[config.mk]
export PLATFORM = sky130hd
export DESIGN_NAME = pipeline_hazard_ctrl_flat
export DESIGN_NICKNAME = d
export VERILOG_FILES = /design/src/rtl/pipeline_hazard_ctrl_pkg.sv /design/src/rtl/pipeline_hazard_ctrl_if.sv /design/src/rtl/pipeline_hazard_ctrl_muldiv_seq.sv /design/src/rtl/pipeline_hazard_ctrl.sv /design/src/flat_wrapper.sv
export SDC_FILE = /design/constraint.sdc
export NUM_CORES = 1
export LEC_CHECK = 0
export ABC_AREA = 0
export CORE_MARGIN = 8
export CORE_UTILIZATION = 43
export CTS_CLUSTER_DIAMETER = 100
export DETAILED_ROUTE_END_ITERATION = 10
export PLACE_DENSITY = 0.85
export SYNTH_ARGS = -nofsm -noshare
export SYNTH_HDL_FRONTEND = slang
export SYNTH_SLANG_ARGS = --single-unit
[constraint.sdc]
create_clock -name clk -period 4.11 [get_ports clk]
set_input_delay 0.6165 -clock clk [delete_from_list [all_inputs] [get_ports clk]]
set_output_delay 0.6165 -clock clk [all_outputs]
set_load 0.01 [all_outputs]
[src/rtl/pipeline_hazard_ctrl_pkg.sv]
// Shared types for the pipeline hazard controller: sequencer states and the
// per-pipeline-register stall/flush control bundle.
package pipeline_hazard_ctrl_pkg;

  typedef enum logic [1:0] {
    RUN,
    MD_BUSY,
    MD_HOLD
  } hz_state_e;

  // Bit positions inside hz_ctrl_t.stall / hz_ctrl_t.flush
  localparam int ST_IF  = 0;
  localparam int ST_ID  = 1;
  localparam int ST_EX  = 2;
  localparam int ST_MEM = 3;
  localparam int FL_ID  = 0;
  localparam int FL_EX  = 1;
  localparam int FL_MEM = 2;
  localparam int FL_WB  = 3;

  typedef struct packed {
    logic [3:0] stall;
    logic [3:0] flush;
  } hz_ctrl_t;

  localparam hz_ctrl_t HZ_NOP = '{stall: 4'b0000, flush: 4'b0000};

  function automatic hz_ctrl_t hz_make(logic [3:0] stall, logic [3:0] flush);
    hz_ctrl_t c;
    c.stall = stall;
    c.flush = flush;
    return c;
  endfunction

endpackage

[src/rtl/pipeline_hazard_ctrl_if.sv]
// Hazard-controller bus between the pipeline datapath (master) and the controller (slave).
// Perf counter signals exist only when HAZARD_PERF_CNT_EN is defined.
interface pipeline_hazard_ctrl_if #(
  parameter int REG_AW = 5
`ifdef HAZARD_PERF_CNT_EN
  , parameter int CNT_W = 32
`endif
);

  logic [REG_AW-1:0] ID_rs1;
  logic [REG_AW-1:0] ID_rs2;
  logic              ID_use_rs1;
  logic              ID_use_rs2;
  logic [REG_AW-1:0] EX_rd;
  logic              EX_mem_read;
  logic              EX_pc_src;
  logic              EX_muldiv;
  logic              muldiv_done;
  logic              MEM_access;
  logic              dmem_ready;
  logic              muldiv_start;
  logic              muldiv_abort;
  logic              IF_stall;
  logic              ID_stall;
  logic              EX_stall;
  logic              MEM_stall;
  logic              ID_flush;
  logic              EX_flush;
  logic              MEM_flush;
  logic              WB_flush;
`ifdef HAZARD_PERF_CNT_EN
  logic [CNT_W-1:0]  perf_stall_cnt;
  logic [CNT_W-1:0]  perf_flush_cnt;
`endif

  modport master (
    output ID_rs1, ID_rs2, ID_use_rs1, ID_use_rs2, EX_rd, EX_mem_read,
           EX_pc_src, EX_muldiv, muldiv_done, MEM_access, dmem_ready,
    input  muldiv_start, muldiv_abort, IF_stall, ID_stall, EX_stall, MEM_stall,
           ID_flush, EX_flush, MEM_flush, WB_flush
`ifdef HAZARD_PERF_CNT_EN
    , input perf_stall_cnt, perf_flush_cnt
`endif
  );

  modport slave (
    input  ID_rs1, ID_rs2, ID_use_rs1, ID_use_rs2, EX_rd, EX_mem_read,
           EX_pc_src, EX_muldiv, muldiv_done, MEM_access, dmem_ready,
    output muldiv_start, muldiv_abort, IF_stall, ID_stall, EX_stall, MEM_stall,
           ID_flush, EX_flush, MEM_flush, WB_flush
`ifdef HAZARD_PERF_CNT_EN
    , output perf_stall_cnt, perf_flush_cnt
`endif
  );

endinterface

[src/rtl/pipeline_hazard_ctrl_muldiv_seq.sv]
// Mul/div occupancy sequencer: start handshake, timeout counter and the
// done_seen latch that remembers a result arriving during a memory wait.
module pipeline_hazard_ctrl_muldiv_seq
  import pipeline_hazard_ctrl_pkg::*;
#(
  parameter int MD_TIMEOUT = 40
) (
  input  logic clk,
  input  logic rst_n,
  input  logic ex_muldiv,
  input  logic muldiv_done,
  input  logic mem_wait,
  output logic md_active,
  output logic md_busy,
  output logic muldiv_start,
  output logic muldiv_abort
);

  localparam int CW = $clog2(MD_TIMEOUT);
  localparam logic [CW-1:0] CNT_LAST = CW'(MD_TIMEOUT - 1);

  hz_state_e     state, state_next;
  logic [CW-1:0] cnt, cnt_next;
  logic          done_seen, done_seen_next;
  logic          done_eff;

  assign done_eff = muldiv_done | done_seen;

  always_ff @(posedge clk or negedge rst_n) begin
    if (!rst_n) begin
      state     <= RUN;
      cnt       <= '0;
      done_seen <= 1'b0;
    end else begin
      state     <= state_next;
      cnt       <= cnt_next;
      done_seen <= done_seen_next;
    end
  end

  // cnt holds EX cycles since the start cycle (start cycle = 0), so the
  // abort lands on cycle MD_TIMEOUT-1; a pending abort waits out a mem stall.
  always_comb begin
    state_next     = state;
    cnt_next       = cnt;
    done_seen_next = done_seen;
    unique case (state)
      RUN: begin
        cnt_next       = '0;
        done_seen_next = 1'b0;
        if (ex_muldiv) begin
          state_next = MD_BUSY;
          cnt_next   = CW'(1);
        end
      end
      MD_BUSY: begin
        if (done_eff) begin
          if (mem_wait) begin
            state_next     = MD_HOLD;
            done_seen_next = 1'b1;
          end else begin
            state_next = RUN;
          end
        end else if (cnt == CNT_LAST) begin
          if (!mem_wait) state_next = RUN;
        end else begin
          cnt_next = cnt + CW'(1);
        end
      end
      MD_HOLD: begin
        if (!mem_wait) begin
          state_next     = RUN;
          done_seen_next = 1'b0;
        end
      end
      default: state_next = RUN;
    endcase
  end

  always_comb begin
    md_active    = (state != RUN);
    md_busy      = 1'b0;
    muldiv_start = 1'b0;
    muldiv_abort = 1'b0;
    unique case (state)
      RUN: begin
        muldiv_start = ex_muldiv;
        md_busy      = ex_muldiv;
      end
      MD_BUSY: begin
        if (done_eff)                       md_busy      = mem_wait;
        else if (cnt == CNT_LAST && !mem_wait) muldiv_abort = 1'b1;
        else                                md_busy      = 1'b1;
      end
      MD_HOLD: md_busy = mem_wait;
      default: md_busy = 1'b0;
    endcase
  end

endmodule

[src/rtl/pipeline_hazard_ctrl.sv]
// Stall/flush sequencer for the 5-stage RV32 pipeline.
// Optional perf counters are built when HAZARD_PERF_CNT_EN is defined.
module pipeline_hazard_ctrl
  import pipeline_hazard_ctrl_pkg::*;
#(
  parameter int REG_AW     = 5,
  parameter int MD_TIMEOUT = 40
`ifdef HAZARD_PERF_CNT_EN
  , parameter int CNT_W    = 32
`endif
) (
  input  logic                 clk,
  input  logic                 rst_n,
  pipeline_hazard_ctrl_if.slave hz
);

  logic [REG_AW-1:0] id_rs1, id_rs2, ex_rd;
  logic              mem_wait, load_use, redirect;
  logic              md_active, md_busy, md_start, md_abort;
  hz_ctrl_t          ctrl, ctrl_out;

  assign id_rs1   = hz.ID_rs1;
  assign id_rs2   = hz.ID_rs2;
  assign ex_rd    = hz.EX_rd;
  assign mem_wait = hz.MEM_access & ~hz.dmem_ready;
  assign load_use = hz.EX_mem_read && (ex_rd != '0) &&
                    ((hz.ID_use_rs1 && id_rs1 == ex_rd) ||
                     (hz.ID_use_rs2 && id_rs2 == ex_rd));

  pipeline_hazard_ctrl_muldiv_seq #(
    .MD_TIMEOUT (MD_TIMEOUT)
  ) u_muldiv_seq (
    .clk          (clk),
    .rst_n        (rst_n),
    .ex_muldiv    (hz.EX_muldiv),
    .muldiv_done  (hz.muldiv_done),
    .mem_wait     (mem_wait),
    .md_active    (md_active),
    .md_busy      (md_busy),
    .muldiv_start (md_start),
    .muldiv_abort (md_abort)
  );

  // Literals are {MEM,EX,ID,IF} stalls and {WB,MEM,EX,ID} flushes.
  always_comb begin
    ctrl     = HZ_NOP;
    redirect = 1'b0;
    if (mem_wait)          ctrl = hz_make(4'b1111, 4'b1000);
    else if (md_abort)     ctrl = hz_make(4'b0011, 4'b0110);
    else if (md_busy)      ctrl = hz_make(4'b0111, 4'b0100);
    else if (md_active)    ctrl = HZ_NOP;
    else if (hz.EX_pc_src) begin
      ctrl     = hz_make(4'b0000, 4'b0011);
      redirect = 1'b1;
    end
    else if (load_use)     ctrl = hz_make(4'b0011, 4'b0010);
  end

  assign ctrl_out        = rst_n ? ctrl : HZ_NOP;
  assign hz.muldiv_start = rst_n & md_start;
  assign hz.muldiv_abort = rst_n & md_abort;
  assign hz.IF_stall     = ctrl_out.stall[ST_IF];
  assign hz.ID_stall     = ctrl_out.stall[ST_ID];
  assign hz.EX_stall     = ctrl_out.stall[ST_EX];
  assign hz.MEM_stall    = ctrl_out.stall[ST_MEM];
  assign hz.ID_flush     = ctrl_out.flush[FL_ID];
  assign hz.EX_flush     = ctrl_out.flush[FL_EX];
  assign hz.MEM_flush    = ctrl_out.flush[FL_MEM];
  assign hz.WB_flush     = ctrl_out.flush[FL_WB];

`ifdef HAZARD_PERF_CNT_EN
  logic [CNT_W-1:0] stall_cnt, flush_cnt;

  always_ff @(posedge clk or negedge rst_n) begin
    if (!rst_n) begin
      stall_cnt <= '0;
      flush_cnt <= '0;
    end else begin
      if (ctrl_out.stall[ST_IF] && stall_cnt != '1) stall_cnt <= stall_cnt + CNT_W'(1);
      if (redirect && flush_cnt != '1)              flush_cnt <= flush_cnt + CNT_W'(1);
    end
  end

  assign hz.perf_stall_cnt = stall_cnt;
  assign hz.perf_flush_cnt = flush_cnt;
`endif

endmodule
[src/flat_wrapper.sv]
// flat-port wrapper written by rule: the top's interface ports become plain ports
module pipeline_hazard_ctrl_flat import pipeline_hazard_ctrl_pkg::*;
#(
  parameter int REG_AW     = 5,
  parameter int MD_TIMEOUT = 40

)
  (clk, rst_n, hz_ID_rs1, hz_ID_rs2, hz_ID_use_rs1, hz_ID_use_rs2, hz_EX_rd, hz_EX_mem_read, hz_EX_pc_src, hz_EX_muldiv, hz_muldiv_done, hz_MEM_access, hz_dmem_ready, hz_muldiv_start, hz_muldiv_abort, hz_IF_stall, hz_ID_stall, hz_EX_stall, hz_MEM_stall, hz_ID_flush, hz_EX_flush, hz_MEM_flush, hz_WB_flush);
  pipeline_hazard_ctrl_if #(.REG_AW(REG_AW)) hz_i ();
  input  logic clk;
  input  logic rst_n;
  input wire logic [$bits(hz_i.ID_rs1)-1:0] hz_ID_rs1;
  input wire logic [$bits(hz_i.ID_rs2)-1:0] hz_ID_rs2;
  input wire logic [$bits(hz_i.ID_use_rs1)-1:0] hz_ID_use_rs1;
  input wire logic [$bits(hz_i.ID_use_rs2)-1:0] hz_ID_use_rs2;
  input wire logic [$bits(hz_i.EX_rd)-1:0] hz_EX_rd;
  input wire logic [$bits(hz_i.EX_mem_read)-1:0] hz_EX_mem_read;
  input wire logic [$bits(hz_i.EX_pc_src)-1:0] hz_EX_pc_src;
  input wire logic [$bits(hz_i.EX_muldiv)-1:0] hz_EX_muldiv;
  input wire logic [$bits(hz_i.muldiv_done)-1:0] hz_muldiv_done;
  input wire logic [$bits(hz_i.MEM_access)-1:0] hz_MEM_access;
  input wire logic [$bits(hz_i.dmem_ready)-1:0] hz_dmem_ready;
  output wire logic [$bits(hz_i.muldiv_start)-1:0] hz_muldiv_start;
  output wire logic [$bits(hz_i.muldiv_abort)-1:0] hz_muldiv_abort;
  output wire logic [$bits(hz_i.IF_stall)-1:0] hz_IF_stall;
  output wire logic [$bits(hz_i.ID_stall)-1:0] hz_ID_stall;
  output wire logic [$bits(hz_i.EX_stall)-1:0] hz_EX_stall;
  output wire logic [$bits(hz_i.MEM_stall)-1:0] hz_MEM_stall;
  output wire logic [$bits(hz_i.ID_flush)-1:0] hz_ID_flush;
  output wire logic [$bits(hz_i.EX_flush)-1:0] hz_EX_flush;
  output wire logic [$bits(hz_i.MEM_flush)-1:0] hz_MEM_flush;
  output wire logic [$bits(hz_i.WB_flush)-1:0] hz_WB_flush;
  assign hz_i.ID_rs1 = hz_ID_rs1;
  assign hz_i.ID_rs2 = hz_ID_rs2;
  assign hz_i.ID_use_rs1 = hz_ID_use_rs1;
  assign hz_i.ID_use_rs2 = hz_ID_use_rs2;
  assign hz_i.EX_rd = hz_EX_rd;
  assign hz_i.EX_mem_read = hz_EX_mem_read;
  assign hz_i.EX_pc_src = hz_EX_pc_src;
  assign hz_i.EX_muldiv = hz_EX_muldiv;
  assign hz_i.muldiv_done = hz_muldiv_done;
  assign hz_i.MEM_access = hz_MEM_access;
  assign hz_i.dmem_ready = hz_dmem_ready;
  assign hz_muldiv_start = hz_i.muldiv_start;
  assign hz_muldiv_abort = hz_i.muldiv_abort;
  assign hz_IF_stall = hz_i.IF_stall;
  assign hz_ID_stall = hz_i.ID_stall;
  assign hz_EX_stall = hz_i.EX_stall;
  assign hz_MEM_stall = hz_i.MEM_stall;
  assign hz_ID_flush = hz_i.ID_flush;
  assign hz_EX_flush = hz_i.EX_flush;
  assign hz_MEM_flush = hz_i.MEM_flush;
  assign hz_WB_flush = hz_i.WB_flush;
  pipeline_hazard_ctrl #(.REG_AW(REG_AW), .MD_TIMEOUT(MD_TIMEOUT)) u_core (.clk(clk), .rst_n(rst_n), .hz(hz_i));
endmodule
==> metrics, run 1 <==
status finished clean; Seq pwr share 38.4%; drt initial violations 14; largest net degree at the start of global routing 16; Placed Area 1085 sq um; Clk Latency, worst-skew pair 0.26 ns; pwr dens 283.4 nW/um^2; P_sw 0.1046 mW; CTS tree yes; Final Hold Violating Endpoints 0; Synth warnings 0; most used cell, CP clkdlybuf4s50_1; Slew Viols, Final 0; gr usage total 14.14%; vias per cell 5.638; # fillers 151; 1st-pass router iterations 4; CP Class input pin to output port; fraction of registers with async set/reset 100.0%; top cells by area, synth dfrtp_1 30%, xnor2_1 13%, nand2_1 4.0%, and3_1 3.3%, nor2b_1 3.3%; Area Growth Syn to Fin 47.51%; register area share after synthesis 29.90%; Synth cell types 35; Port Buffer Count 34; worst-path cell chain clkdlybuf4s50_1, or4_1, o21a_1, and3_1, or3_1, clkdlybuf4s50_1; WL/cell 15.02 um; layout cells sized above 1 4.839%; routability cong. 0.8476; synthesized area per cell 8.463 sq um; Setup Skew 0.005919 ns; I/O pin total 35; antenna diode count 0; Final Non-Filler Cells 141; DR DRC count 0; Clock Path Buffers 2; Max-slew headroom 69.03%; area leader, netlist dfrtp_1; maxcap violations 0; Die Width 57.86 um; post-route ant nets 0; DP HPWL 1784 um; Synth Flop Type dfrtp_1; Gate Count Post-Synth 89; post-route cell area 1111 sq um; leakage 0.4506 nW; die area 3347 sq um; post-CTS resize count 0; FF+latch count, synth 9; Period minus WS final 3.416 ns; Setup WS post-layout 0.6943 ns; Internal 0.2102 mW; Critical Path Sink Type output port; CP peak stage delay 0.56 ns; EDFF count, synth 0; number of CTS-inserted buffers 3; CTS Hold Bufs 0; CTS root buf clkbuf_4; core area 1689 sq um; Fmax 292.8 MHz; Die Y 57.86 um; Reg clk slew, reported paths 0.06 ns; most frequent cell after synthesis xnor2_1; Initial Util 44.59%; overall power 0.3148 mW; Sw Ratio 33.23%; post-synth top area share 29.90%; total number of vias 795; Commonest cells post-synth 11 x xnor2_1, 9 x dfrtp_1, 8 x nand2_1; GRT overflow 0; H-tree depth 1; Req. time, crit path 3.49 ns; first-pass GRT wire length 3657 um; Combinational Power Share 40.4%; syn nets 115; Clock Sinks 9; Slowest-stage cell, CP or4_1; crit path launch type input pin; clock power share 21.2%; Worst Tran Pin Value 0.4636 ns; RSZ-0062 raised after global routing no; Hold Path Class register to register; setup TNS 0 ns; CP arrival 2.80 ns; fin nets 151; CP Max Fanout 3; cell row count 15; # Post-CTS Setup Buffers 0; antenna violations before repair 0; pre-CTS setup slack 0.6957 ns; Cells after DPL 137; Total Routed Length 2118 um; vias in the first global route 770; Final setup violation count 0; peak supply drop 0.0002244 V; fin crit share 83.11%; Reg area 225.2 sq um; synthesized area 753.2 sq um; area of the multi-input gates 486.7 sq um
-- worst max-delay path: cells and delay by family --
family	cells	cell delay, ns
AO/OA/AOI/OAI	1	0.20
AND/OR/NAND/NOR	3	1.04
buffers and inverters	2	0.94
-- power by group through the flow --
stage	Sequential [mW]	Clock [mW]	Combinational [mW]
floorplan	0.113	0	0.0824
global placement	0.121	0	0.123
detailed placement	0.122	0	0.127
CTS	0.120	0.0690	0.128
global route	0.124	0.0753	0.143
finish	0.121	0.0668	0.127
-- flip-flops by register name, summed over array words and instances, names as in the netlist --
name                           cells
u_core.u_muldiv_seq.state          2
u_core.u_muldiv_seq.cnt            6
u_core.u_muldiv_seq.done_seen      1
-- area by class of cell --
type	instances	share of cell area, %
clock buffers	4	2.365
multi-input cells	75	43.81
repair buffers	35	31.31
well taps	17	1.914
inverters	1	0.3378
flip-flops and latches	9	20.27
-- worst paths after layout --
| check | startpoint | to | slack [ns] | cells after the start |
|---|---|---|---|---|
| worst min-delay path | u_core.u_muldiv_seq.cnt[1] | u_core.u_muldiv_seq.cnt[1] | 0.52 | 2 |
| worst min register to register | u_core.u_muldiv_seq.cnt[1] | u_core.u_muldiv_seq.cnt[1] | 0.52 | 2 |
| worst max-delay path | hz_EX_rd[1] | hz_EX_flush | 0.69 | 6 |
| worst max register to register | u_core.u_muldiv_seq.cnt[0] | u_core.u_muldiv_seq.cnt[2] | 2.23 | 5 |
| min in group asynchronous | rst_n | u_core.u_muldiv_seq.cnt[5] | 0.65 | 2 |
| max in group asynchronous | rst_n | u_core.u_muldiv_seq.cnt[2] | 3.30 | 2 |
-- metrics by stage --
| stage | utilization (%) | hold slack (ns) |
|---|---|---|
| after floorplan | - | 0.3209 |
| after global placement | 64.22 | 0.4913 |
| after detailed placement | 64.22 | 0.5030 |
| after CTS | 65.78 | 0.5170 |
| after global routing | 65.78 | 0.5573 |
| final | 65.78 | 0.5151 |
-- cell families (layout without fill, tap and decap cells) --
kind of cell | Yosys count | count (layout) | share of synthesized area (%)
and+or+nand+nor | 40 | 40 | 29.40
AOI/OAI and AO/OA | 22 | 22 | 19.60
xor gates and xnor gates | 12 | 12 | 13.95
DFF | 9 | 9 | 29.90
buffers and inverters | 5 | 40 | 5.480
adders and majority gates | 1 | 1 | 1.661
-- layout by cell type, fill, tap and decap left out, types with 2 or more instances in the layout --
master           netlist  final
a21oi_1                4      4
nand4_1                2      2
a21o_1                 2      2
nand2_1                8      8
o21ai_0                5      5
dfrtp_1                9      9
nor2_1                 5      5
nand3_1                3      3
and3_1                 4      4
or4b_1                 2      2
nor2b_1                4      4
nand2b_1               3      3
clkdlybuf4s50_1        0     34
xnor2_1               11     11
o21a_1                 2      2
clkbuf_4               0      3
nor3_1                 3      3
-- metal layers --
layer | wire, um | part of all wire, % | global-route usage, %
met2 | 1058 | 50 | 22.29
met1 | 865 | 41 | 16.75
met4 | 33 | 1.6 | 5.245
met5 | 0 | 0 | 0
met3 | 161 | 7.6 | 5.740
No activity file was read; power rests on OpenSTA's default activity.
==> inputs of run 2 (changes only) <==
Settings changed: CORE_ASPECT_RATIO set to 1.4, CORE_UTILIZATION 43 to 36, PLACE_DENSITY 0.85 to 0.76.
Clock period 4.11 ns to 2.9 ns, I/O delays scaled along.
==> run 2 against run 1 <==
Compared with the run above: global-route usage decreased by 1.9 points; sequential power increased by 40%; utilization decreased by 5.8 points; setup slack got worse by 0.62 ns; final cell count increased by 7.8%; clock power increased by 51%; clock skew increased by 0.0036 ns; wire length increased by 7.7%; sequential share of layout area decreased by 1.2 points; combinational power increased by 50%; largest power group unchanged; highest routed layer unchanged.
==> metrics, run 2 (synthesized netlist as in run 1, its figures left out) <==
Area Growth Syn to Fin 57.14%; routability cong. 0.7942 (-6.3%); CP peak stage delay 0.53 ns (-0.03 ns); fin crit share 97.47%; first-pass GRT wire length 3788 um (+3.6%); antenna diode count 0 (unchanged); Final Hold Violating Endpoints 0 (unchanged); Final setup violation count 0 (unchanged); Fmax 353.8 MHz; vias per cell 5.500 (-2.5%); core area 1973 sq um (+17%); DR DRC count 0 (unchanged); # fillers 184 (+22%); Clk Latency, worst-skew pair 0.27 ns (about the same); drt initial violations 29 (+15); WP buf/inv 2 (unchanged); Most flops, register u_core.u_muldiv_seq.cnt; peak supply drop 0.0002008 V (-10%); Clock Sinks 9 (unchanged); H-tree depth 1 (unchanged); Reg clk slew, reported paths 0.07 ns (about the same); Max-slew headroom 75.30% (+6.3 points); Total Routed Length 2282 um (+7.7%); status finished clean; leading registers by flop count u_core.u_muldiv_seq.cnt x6, u_core.u_muldiv_seq.state x2, u_core.u_muldiv_seq.done_seen x1; Period minus WS final 2.827 ns; number of CTS-inserted buffers 3 (unchanged); total number of vias 836 (+5.2%); Clock Path Buffers 2 (unchanged); grt met1 use 11.95% (-4.8 points); crit path launch type input pin; 1st-pass router iterations 4 (unchanged); Die Width 54.66 um (-5.5%); pre-CTS setup slack -0.1080 ns (-0.8037 ns); largest net degree at the start of global routing 15 (-1); met3 Usage GRT 5.508% (-0.23 points); commonest non-fill, non-tap cell in the layout clkdlybuf4s50_1; routing usage on met2 21.37% (-0.93 points); leakage 0.5202 nW (+15%); busiest grt layer met2; CTS tree yes; Seq pwr share 36.8% (-1.6 points); antenna violations before repair 0 (unchanged); Reg area 225.2 sq um (unchanged); most frequent cells in the layout 30 x clkdlybuf4s50_1, 11 x xnor2_1, 9 x dfrtp_1; Port Buffer Count 34 (unchanged); Slew Viols, Final 0 (unchanged); Internal 0.3040 mW (+45%); Die Y 70.12 um (+21%); Worst Tran Pin Value 0.3672 ns (-0.09645 ns); Req. time, crit path 2.47 ns (-1.02 ns); CTS Hold Bufs 0 (unchanged); Initial Util 38.17% (-6.4 points); CP Max Fanout 2 (-1); gr usage total 12.25% (-1.9 points); pwr dens 389.2 nW/um^2 (+37%); WL/cell 15.01 um (about the same); CTS root buf clkbuf_4; post-layout util 59.99% (-5.8 points); GRT overflow 0 (unchanged); fin nets 158 (+4.6%); area of the multi-input gates 499.2 sq um (+2.6%); vias in the first global route 928 (+21%); CP arrival 2.39 ns (-0.41 ns); Critical Path Sink Type output port; die area 3833 sq um (+15%); layout cells sized above 1 11.45% (+6.6 points); family with the most delay on the worst path simple AND/OR/NAND/NOR gates; post-route ant nets 0 (unchanged); Setup WS post-layout 0.07341 ns (-0.6209 ns); worst-path cell chain clkdlybuf4s50_1, or4_1, o21a_1, and3_1, or3_1, dlygate4sd2_1; maxcap violations 0 (unchanged); DP HPWL 1884 um (+5.6%); I/O pin total 35 (unchanged); Setup Skew 0.009484 ns (+0.003565 ns); Sw Ratio 34.00% (+0.77 points); cell row count 19 (+4); Hold Path Class input pin to asynchronous set/reset pin; RSZ-0062 raised after global routing no; Slowest-stage cell, CP or4_1; P_sw 0.1566 mW (+50%); Combinational Power Share 41.3% (+0.9 points); clock power share 21.9% (+0.7 points); max FFs per register 6 (unchanged); CP Class input pin to output port
==> run 2: cell count changes in the layout (fill, tap and decap cells not counted) <==
cell | before | now
a311oi_1 | 1 | 0
a311oi_2 | 0 | 1
buf_4 | 1 | 8
clkdlybuf4s50_1 | 34 | 30
dlygate4sd2_1 | 0 | 2
dlymetal6s2s_1 | 0 | 2
o22ai_1 | 1 | 0
o22ai_2 | 0 | 1
==> run 2: worst paths after layout <==
path | from | endpoint | slack, ns | depth (start not counted)
min in group clk | u_core.u_muldiv_seq.cnt[1] | u_core.u_muldiv_seq.cnt[1] | 0.54 | 2
max in group asynchronous | rst_n | u_core.u_muldiv_seq.cnt[3] | 2.21 | 2
hold / removal | rst_n | u_core.u_muldiv_seq.state[0] | 0.53 | 2
hold reg to reg | u_core.u_muldiv_seq.cnt[1] | u_core.u_muldiv_seq.cnt[1] | 0.54 | 2
setup / recovery | hz_EX_rd[1] | hz_EX_flush | 0.07 | 6
setup reg to reg | u_core.u_muldiv_seq.cnt[0] | u_core.u_muldiv_seq.cnt[2] | 1.04 | 5
==> run 2: final cells by class <==
| cell class | count | share of cell area [%] |
|---|---|---|
| Inverter | 1 | 0.3171 |
| Multi-Input combinational cell | 75 | 42.18 |
| Sequential cell | 9 | 19.03 |
| Tap cell | 21 | 2.220 |
| Timing Repair Buffer | 42 | 34.04 |
| Clock buffer | 4 | 2.220 |
==> run 2: per-layer routing <==
layer	vias up	wire length, um
met1	386	825
li1	405	-
met4	0	29
met2	40	1155
met3	5	271
met5	-	0
==> run 2: power by group through the flow <==
stage	clock [mW]	sequential [mW]	combinational [mW]
finish	0.101	0.169	0.190
global route	0.105	0.173	0.213
CTS	0.100	0.169	0.189
detailed placement	0	0.171	0.190
global placement	0	0.171	0.185
floorplan	0	0.160	0.117
==> run 2: timing repair <==
| item | in CTS | in global routing |
|---|---|---|
| setup buffers | 0 | 0 |
| resized for setup | 2 | 4 |
| endpoints found under the setup margin | 2 | 2 |
| endpoints found under the hold margin | 0 | 0 |
==> run 2: per-stage QoR <==
stage,TNS [ns],std cells,hold WS [ns],total power [mW],area (sq um)
after global placement,-0.07082,148,0.4937,0.3559,1142
after floorplan,0,89,0.1394,0.2767,753.2
after global routing,0,152,0.5518,0.4907,1184
final,0,152,0.5266,0.4606,1184
after CTS,0,152,0.5328,0.4586,1166
after detailed placement,-0.1080,148,0.5223,0.3613,1142
==> inputs of run 3 (changes only) <==
Settings changed: CTS_CLUSTER_SIZE set to 12, SLEW_MARGIN set to 30, TNS_END_PERCENT set to 5.
==> results of run 3 <==
Final layout, timing and power as in run 2 (identical DEF).
